--- src/rtl/quad_dec_169.sv ---
// Quadrature decoder front end: synchronises and filters A/B/index, then drives
// the enable, direction and load pins of an external up/down counter.
module quad_dec_169 #(
  parameter int FILT = 3
) (
  input  logic       CLK,
  input  logic       RST,
  input  logic       QA,
  input  logic       QB,
  input  logic       IDX,
  input  logic [3:0] HOME,
  input  logic       CLR_ERR,
  input  logic       RCOB_IN,
  output logic       U_DB,
  output logic       ENPB,
  output logic       ENTB,
  output logic       LOADB,
  output logic [3:0] A,
  output logic       ERR,
  output logic [7:0] REV
);

  localparam logic [3:0] RUN_LAST = 4'(FILT - 1);

  // Channel order in the packed vectors: bit 0 = A, bit 1 = B, bit 2 = index.
  logic [2:0]        sync_p0;
  logic [2:0]        sync_p1;
  logic [2:0]        filt_p2;
  logic [3:0]        run_p2 [3];
  logic [1:0]        ab_p3;
  logic              idx_p3;
  logic [1:0]        ab_cur;
  logic [1:0]        ab_diff;
  logic              step_vld;
  logic              step_up;
  logic              illegal;
  logic              idx_rise;
  logic              issue;
  logic signed [7:0] rev_q;

  function automatic logic [1:0] fwd_next(input logic [1:0] s);
    case (s)
      2'b00:   return 2'b01;
      2'b01:   return 2'b11;
      2'b11:   return 2'b10;
      default: return 2'b00;
    endcase
  endfunction

  function automatic logic signed [7:0] rev_wrap(input logic signed [7:0] r, input logic up);
    return up ? r + 8'sd1 : r - 8'sd1;
  endfunction

  // Stage p0/p1: two-flop synchronisers; stage p2: per-channel run-length filter
  always_ff @(posedge CLK) begin
    if (RST) begin
      sync_p0 <= '0;
      sync_p1 <= '0;
      filt_p2 <= '0;
      for (int i = 0; i < 3; i++) run_p2[i] <= '0;
    end else begin
      sync_p0 <= {IDX, QB, QA};
      sync_p1 <= sync_p0;
      for (int i = 0; i < 3; i++) begin
        if (sync_p1[i] == filt_p2[i]) begin
          run_p2[i] <= '0;
        end else if (run_p2[i] == RUN_LAST) begin
          filt_p2[i] <= sync_p1[i];
          run_p2[i]  <= '0;
        end else begin
          run_p2[i] <= run_p2[i] + 4'd1;
        end
      end
    end
  end

  // Stage p3: transition detection against the previous filtered state
  always_comb begin
    ab_cur   = {filt_p2[0], filt_p2[1]};
    ab_diff  = ab_cur ^ ab_p3;
    illegal  = (ab_diff == 2'b11);
    step_vld = (ab_diff == 2'b01) || (ab_diff == 2'b10);
    step_up  = (fwd_next(ab_p3) == ab_cur);
    idx_rise = filt_p2[2] & ~idx_p3;
    issue    = step_vld & ~idx_rise;
  end

  // Output register: an index load pre-empts a coincident step
  always_ff @(posedge CLK) begin
    if (RST) begin
      ab_p3  <= 2'b00;
      idx_p3 <= 1'b0;
      U_DB   <= 1'b1;
      ENPB   <= 1'b1;
      ENTB   <= 1'b1;
      LOADB  <= 1'b1;
      A      <= 4'h0;
      ERR    <= 1'b0;
      rev_q  <= '0;
    end else begin
      ab_p3  <= ab_cur;
      idx_p3 <= filt_p2[2];
      ENPB   <= ~issue;
      ENTB   <= ~issue;
      if (issue) U_DB <= step_up;
      LOADB  <= ~idx_rise;
      A      <= idx_rise ? HOME : 4'h0;
      if (illegal)      ERR <= 1'b1;
      else if (CLR_ERR) ERR <= 1'b0;
      if (!ENPB && !RCOB_IN) rev_q <= rev_wrap(rev_q, U_DB);
    end
  end

  assign REV = rev_q;

endmodule

--- config.mk ---
export PLATFORM = sky130hd
export DESIGN_NAME = quad_dec_169
export DESIGN_NICKNAME = d
export VERILOG_FILES = /design/src/rtl/quad_dec_169.sv
export SDC_FILE = /design/constraint.sdc
export NUM_CORES = 1
export LEC_CHECK = 0
export ABC_AREA = 1
export ABC_CLOCK_PERIOD_IN_PS = 2800
export BUFFER_PORTS_ARGS = -buffer_cell sky130_fd_sc_hd__buf_4
export CAP_MARGIN = 0
export CORE_UTILIZATION = 40
export CTS_CLUSTER_SIZE = 40
export DETAILED_ROUTE_END_ITERATION = 8
export GPL_TIMING_DRIVEN = 0
export PLACE_DENSITY_LB_ADDON = 0.08
export SLEW_MARGIN = 15
export SYNTH_ARGS = -nofsm -noshare
export SYNTH_HDL_FRONTEND = slang
export SYNTH_SLANG_ARGS = --single-unit
--- constraint.sdc ---
create_clock -name CLK -period 2.8 [get_ports CLK]
set_input_delay 0.28 -clock CLK [delete_from_list [all_inputs] [get_ports CLK]]
set_output_delay 0.28 -clock CLK [all_outputs]
set_load 0.005 [all_outputs]
Yosys cells after proc, flatten, opt, wreduce, memory -nomap -nowiden --
Memory sizes are Yosys's and may differ from the RTL's. Cells that the tools add are included.
Storage, ports and cells: memories 1, output and inout bits 17, register bits after elaboration 28, word-level logic and storage cells 107, input port bits 11, bits in writable memories 12
Cells by class: add/sub/neg operators 5, multiplexer cells 48, bitwise logic cells 18, eq/ne operators 12, reduce and logical (&&, ||, !) cells 10
Memory list:
- run_p2 | words 3, bits a word 4, read ports 3, clocked after memory_dff 0, wr ports 3, line 29 | logic [3:0] run_p2 [3];
Operators by type and width (number):
- 1-bit 2-to-1 mux | 37
- 4-bit 2-to-1 mux | 9
- 4-bit by 1-bit adder with 4-bit output (second input constant) | 3
- 4-bit by 2-bit == test with 1-bit output (second input constant) | 3
- 1-bit bitwise OR | 9
- 8-bit by 2-bit adder with 8-bit output (second input constant) | 1
- 8-bit 2-to-1 mux | 1
- 8-bit by 2-bit subtractor with 8-bit output (second input constant) | 1
- 2-bit == test (second input constant) | 3
- 1-bit inverter | 6
- 2-bit one-hot mux with 3 select lines | 1
- 2-bit AND reduction | 3
- 2-bit by 1-bit == test with 1-bit output (second input constant) | 2
- 1-bit == test | 3
- 1-bit AND | 2
- 2-bit == test | 1
- 1-bit zero test | 2
- 2-bit zero test | 1
- 2-bit nonzero test | 1
- 2-bit OR reduction | 1
- 2-bit bitwise XOR | 1
- 1-bit logical AND | 1
- 1-bit logical OR | 1

Longest topological paths before layout --
depth in word-level cells 7, gate-level depth with buffers 10, depth with buffers taken out 10

Least setup slack after synthesis --
Ideal clock, no wire load.
kind register to register, from register U_DB, to register rev_q[7], in the netlist REV[7], cell stages (with the launch flop) 10, required time 2691 ps, buffers on the path 0, path slack 1215 ps, period minus slack after synthesis 1585 ps, arrival time 1476 ps, cell sequence dfxtp_1 > inv_1 > ha_1 > or2_4 > nand3_2 > nand2_1 > nand2_1 > nand3_1 > nand2_1 > inv_1
On the way: cells in the longest elaborated chain, start to end 1
Ends and longest elaborated chain:
- from (decl) | line 14 | output logic U_DB,
- from (signal assigned) | line 105 | if (issue) U_DB <= step_up;
- 8-bit 2-to-1 mux | line 51 | return up ? r + 8'sd1 : r - 8'sd1;
- to (signal assigned) | line 110 | if (!ENPB && !RCOB_IN) rev_q <= rev_wrap(rev_q, U_DB);
- to (decl) | line 39 | logic signed [7:0] rev_q;
No other way between the ends. A chain may end at the register's enable or synchronous reset.

Final worst setup path --
Same ends and word-level chain as after synthesis.

==> results_dict.tcl <==
set metrics [dict create \
    status "finished with violations" \
    failed_checks "design-rule violations" \
    drcViolationCount 2 \
    cp_num_buf_inv 2 \
    port_buffers 27 \
    nFillCells 426 \
    insertion_delay_ns 0.29 \
    cp_slowest_cell "dfxtp_1" \
    clk_pin_slew_ns 0.08 \
    hold_viol 0 \
    post_cts_resize_count 0 \
    hold_buffers 0 \
    p_total_w 0.001177 \
    drt_first_pass_iters 7 \
    wl_per_cell_um 10.16 \
    min_period_over_period_pct 61.70 \
    nNetsFinal 284 \
    fp.coreArea_um2 4474 \
    cts.path.max_buffers 2 \
    fin_crit_ns 1.728 \
    setup_viol 0 \
    worstHoldEndpoint "sync_p0[1]" \
    ff_latch_area_um2 920.9 \
    rr_worst_depth 9 \
    cp_common_cell "nand2_1" \
    worst_clock_skew_ns 0.007115 \
    ys.warnings.count 0 \
    die_w_um 71.20 \
    hp-class "input pin to register" \
    cts.sinks 40 \
    fin_area_um2 2310 \
    slew_violations 0 \
    synth_area_per_cell_um2 8.951 \
    antenna_found_initial 0 \
    initial_utilization_pct 42.81 \
    drive_above_1_share_pct 18.85 \
    hold_slack_ns 0.1870 \
    layout_common_cells "38 x nor2_1, 30 x inv_1, 28 x dfxtp_1, 28 x buf_4, 25 x nand2_1" \
    clock.fmax_ghz 0.5788 \
    grt_pass1_wl_mm 5.520 \
    grt_max_degree 14 \
    critPathTopFamily "simple AND/OR/NAND/NOR gates" \
    dp.cells 304 \
    drt_iter0_markers 48 \
    worstPathMaxFanout 7 \
    layout_commonest_cell "nor2_1" \
    grt_overflow 0 \
    reg2reg_slack_ns 1.07 \
    area_growth_pct 20.58 \
    required_ns 3.00 \
    cts_setup_buffers 0 \
    ys_types 28 \
    die_h_um 71.20 \
    diodes 0 \
    globalplace.congestion 0.7552 \
    multi_input_area_um2 892.1 \
    path_cells "inv_1, ha_1, or2_4, nand3_2, nand2_1, nand2_1, nand3_1, nand2_1, inv_1" \
    ys_seq_elements 40 \
    syn_area_um2 1916 \
    startpoint_type "register" \
    arrival_ns 1.93 \
    dieArea_um2 5069 \
    fin_tns_setup_ns 0 \
    maxCapViolations 0 \
    wirelength_mm 3.171 \
    synth_cells 214 \
    peakVddDrop_mv 0.2636 \
    p_leak_nw 1.142 \
    regToRegStartpoint "U_DB" \
    vias 1391 \
    rsz0062_at_grt "no" \
    grtUsageTotal_pct 14.32 \
    power_density_nw_per_um2 509.6 \
    crit_type "register to register" \
    dp_hpwl_mm 2.379 \
    drtAntennaViolNets 0 \
    cts_buffers 5 \
    grt_pass1_vias 1280 \
    seq_area_frac_synth_pct 48.07 \
    cts_root_buffer "clkbuf_8" \
    worstHoldStart "QB" \
    via_per_inst 4.458 \
    hold_depth 3 \
    ios 28 \
    cts_tree "built" \
    cts_max_level 2 \
    stdcell_count 312 \
    placed_area_um2 2225 \
    critPathMaxStageDelay_ns 0.43 \
    crit_path_end_kind "register" \
    r2r_end "REV[7]" \
    row_count 24 \
]
## worst register-to-register path, delay by kind of cell (launching register included)
family	cells	cell delay, ns
buffers and inverters	2	0.23
adder cells (fa/ha/maj)	1	0.38
AND/OR/NAND/NOR	6	0.61
flip-flops	1	0.43
## cells by family (layout without fill, tap and decap cells)
kind of cell               Yosys count  count (layout)  share of synthesized area, %
and+or+nand+nor                     84              84                         20.84
DFF                                 40              40                         48.07
buffers and inverters               35              70                         7.511
AOI/OAI and AO/OA                   27              27                         7.904
adders and majority gates           14              14                         9.537
xor gates and xnor gates            13              13                         5.944
other                                1              12                        0.1958
## Yosys cell counts (all sizes together)
| cell type | count | area share (%) |
|---|---|---|
| inv | 31 | 6.1 |
| a21oi | 13 | 3.6 |
| nand3 | 11 | 3.4 |
| o21ai | 9 | 2.4 |
| conb | 1 | 0.20 |
| nand2 | 27 | 5.6 |
| xor2 | 9 | 4.1 |
| nor2 | 40 | 8.1 |
| nand3b | 4 | 2.9 |
| o211ai | 4 | 1.6 |
| xnor2 | 4 | 1.8 |
| a21boi | 1 | 0.39 |
| fa | 1 | 1.0 |
| clkbuf | 1 | 0.20 |
| edfxtp | 12 | 19 |
| dfxtp | 28 | 29 |
| ha | 13 | 8.5 |
| buf | 3 | 1.2 |
| or2 | 2 | 0.91 |
## flip-flops by register name (all words and copies together), names as in the netlist
register	cells
run_p2	12
REV	8
A	4
filt_p2	3
sync_p0	3
sync_p1	3
ab_p3	2
ENTB	1
ERR	1
LOADB	1
U_DB	1
idx_p3	1
## worst max path at each step
stage | startpoint | to | cells after the start
global route | U_DB | REV[7] | 9
finish | U_DB | REV[7] | 9
CTS | U_DB | REV[7] | 9
global placement | U_DB | REV[7] | 9
floorplan | U_DB | REV[7] | 9
detailed placement | U_DB | REV[7] | 9
## layout make-up
class | instances | share of cell area, %
buffer | 4 | 1.192
clock buffer | 6 | 3.142
clock inverter | 2 | 0.5417
inverter | 31 | 5.038
multi-input combinational | 150 | 38.62
sequential | 40 | 39.87
tap | 52 | 2.817
timing repair buffer | 27 | 8.776
## through the flow
| stage | util [%] | setup slack (ns) |
|---|---|---|
| final | 51.62 | 1.072 |
| after global routing | 51.62 | 0.8967 |
| after CTS | 51.62 | 1.046 |
| after detailed placement | 49.72 | 1.064 |
| after global placement | 49.72 | 1.052 |
| after floorplan | - | 1.215 |
## power by group
group          internal [W]  switching (W)  leakage, nW  total [W]
registers          0.000622      0.0000212        0.352   0.000644
clock network      0.000174       0.000203       0.0412   0.000377
logic             0.0000745      0.0000820        0.748   0.000157
total              0.000871       0.000306         1.14    0.00118
## routing by layer
metal  track usage (%)  part of all wire (%)  up-vias
met4             6.667                   2.0        0
met1             18.96                    51      588
met5                 0                     0        -
li1                  -                     -      758
met3             5.128                   6.3        7
met2             20.85                    41       38
(Power assumes the default switching activity.)
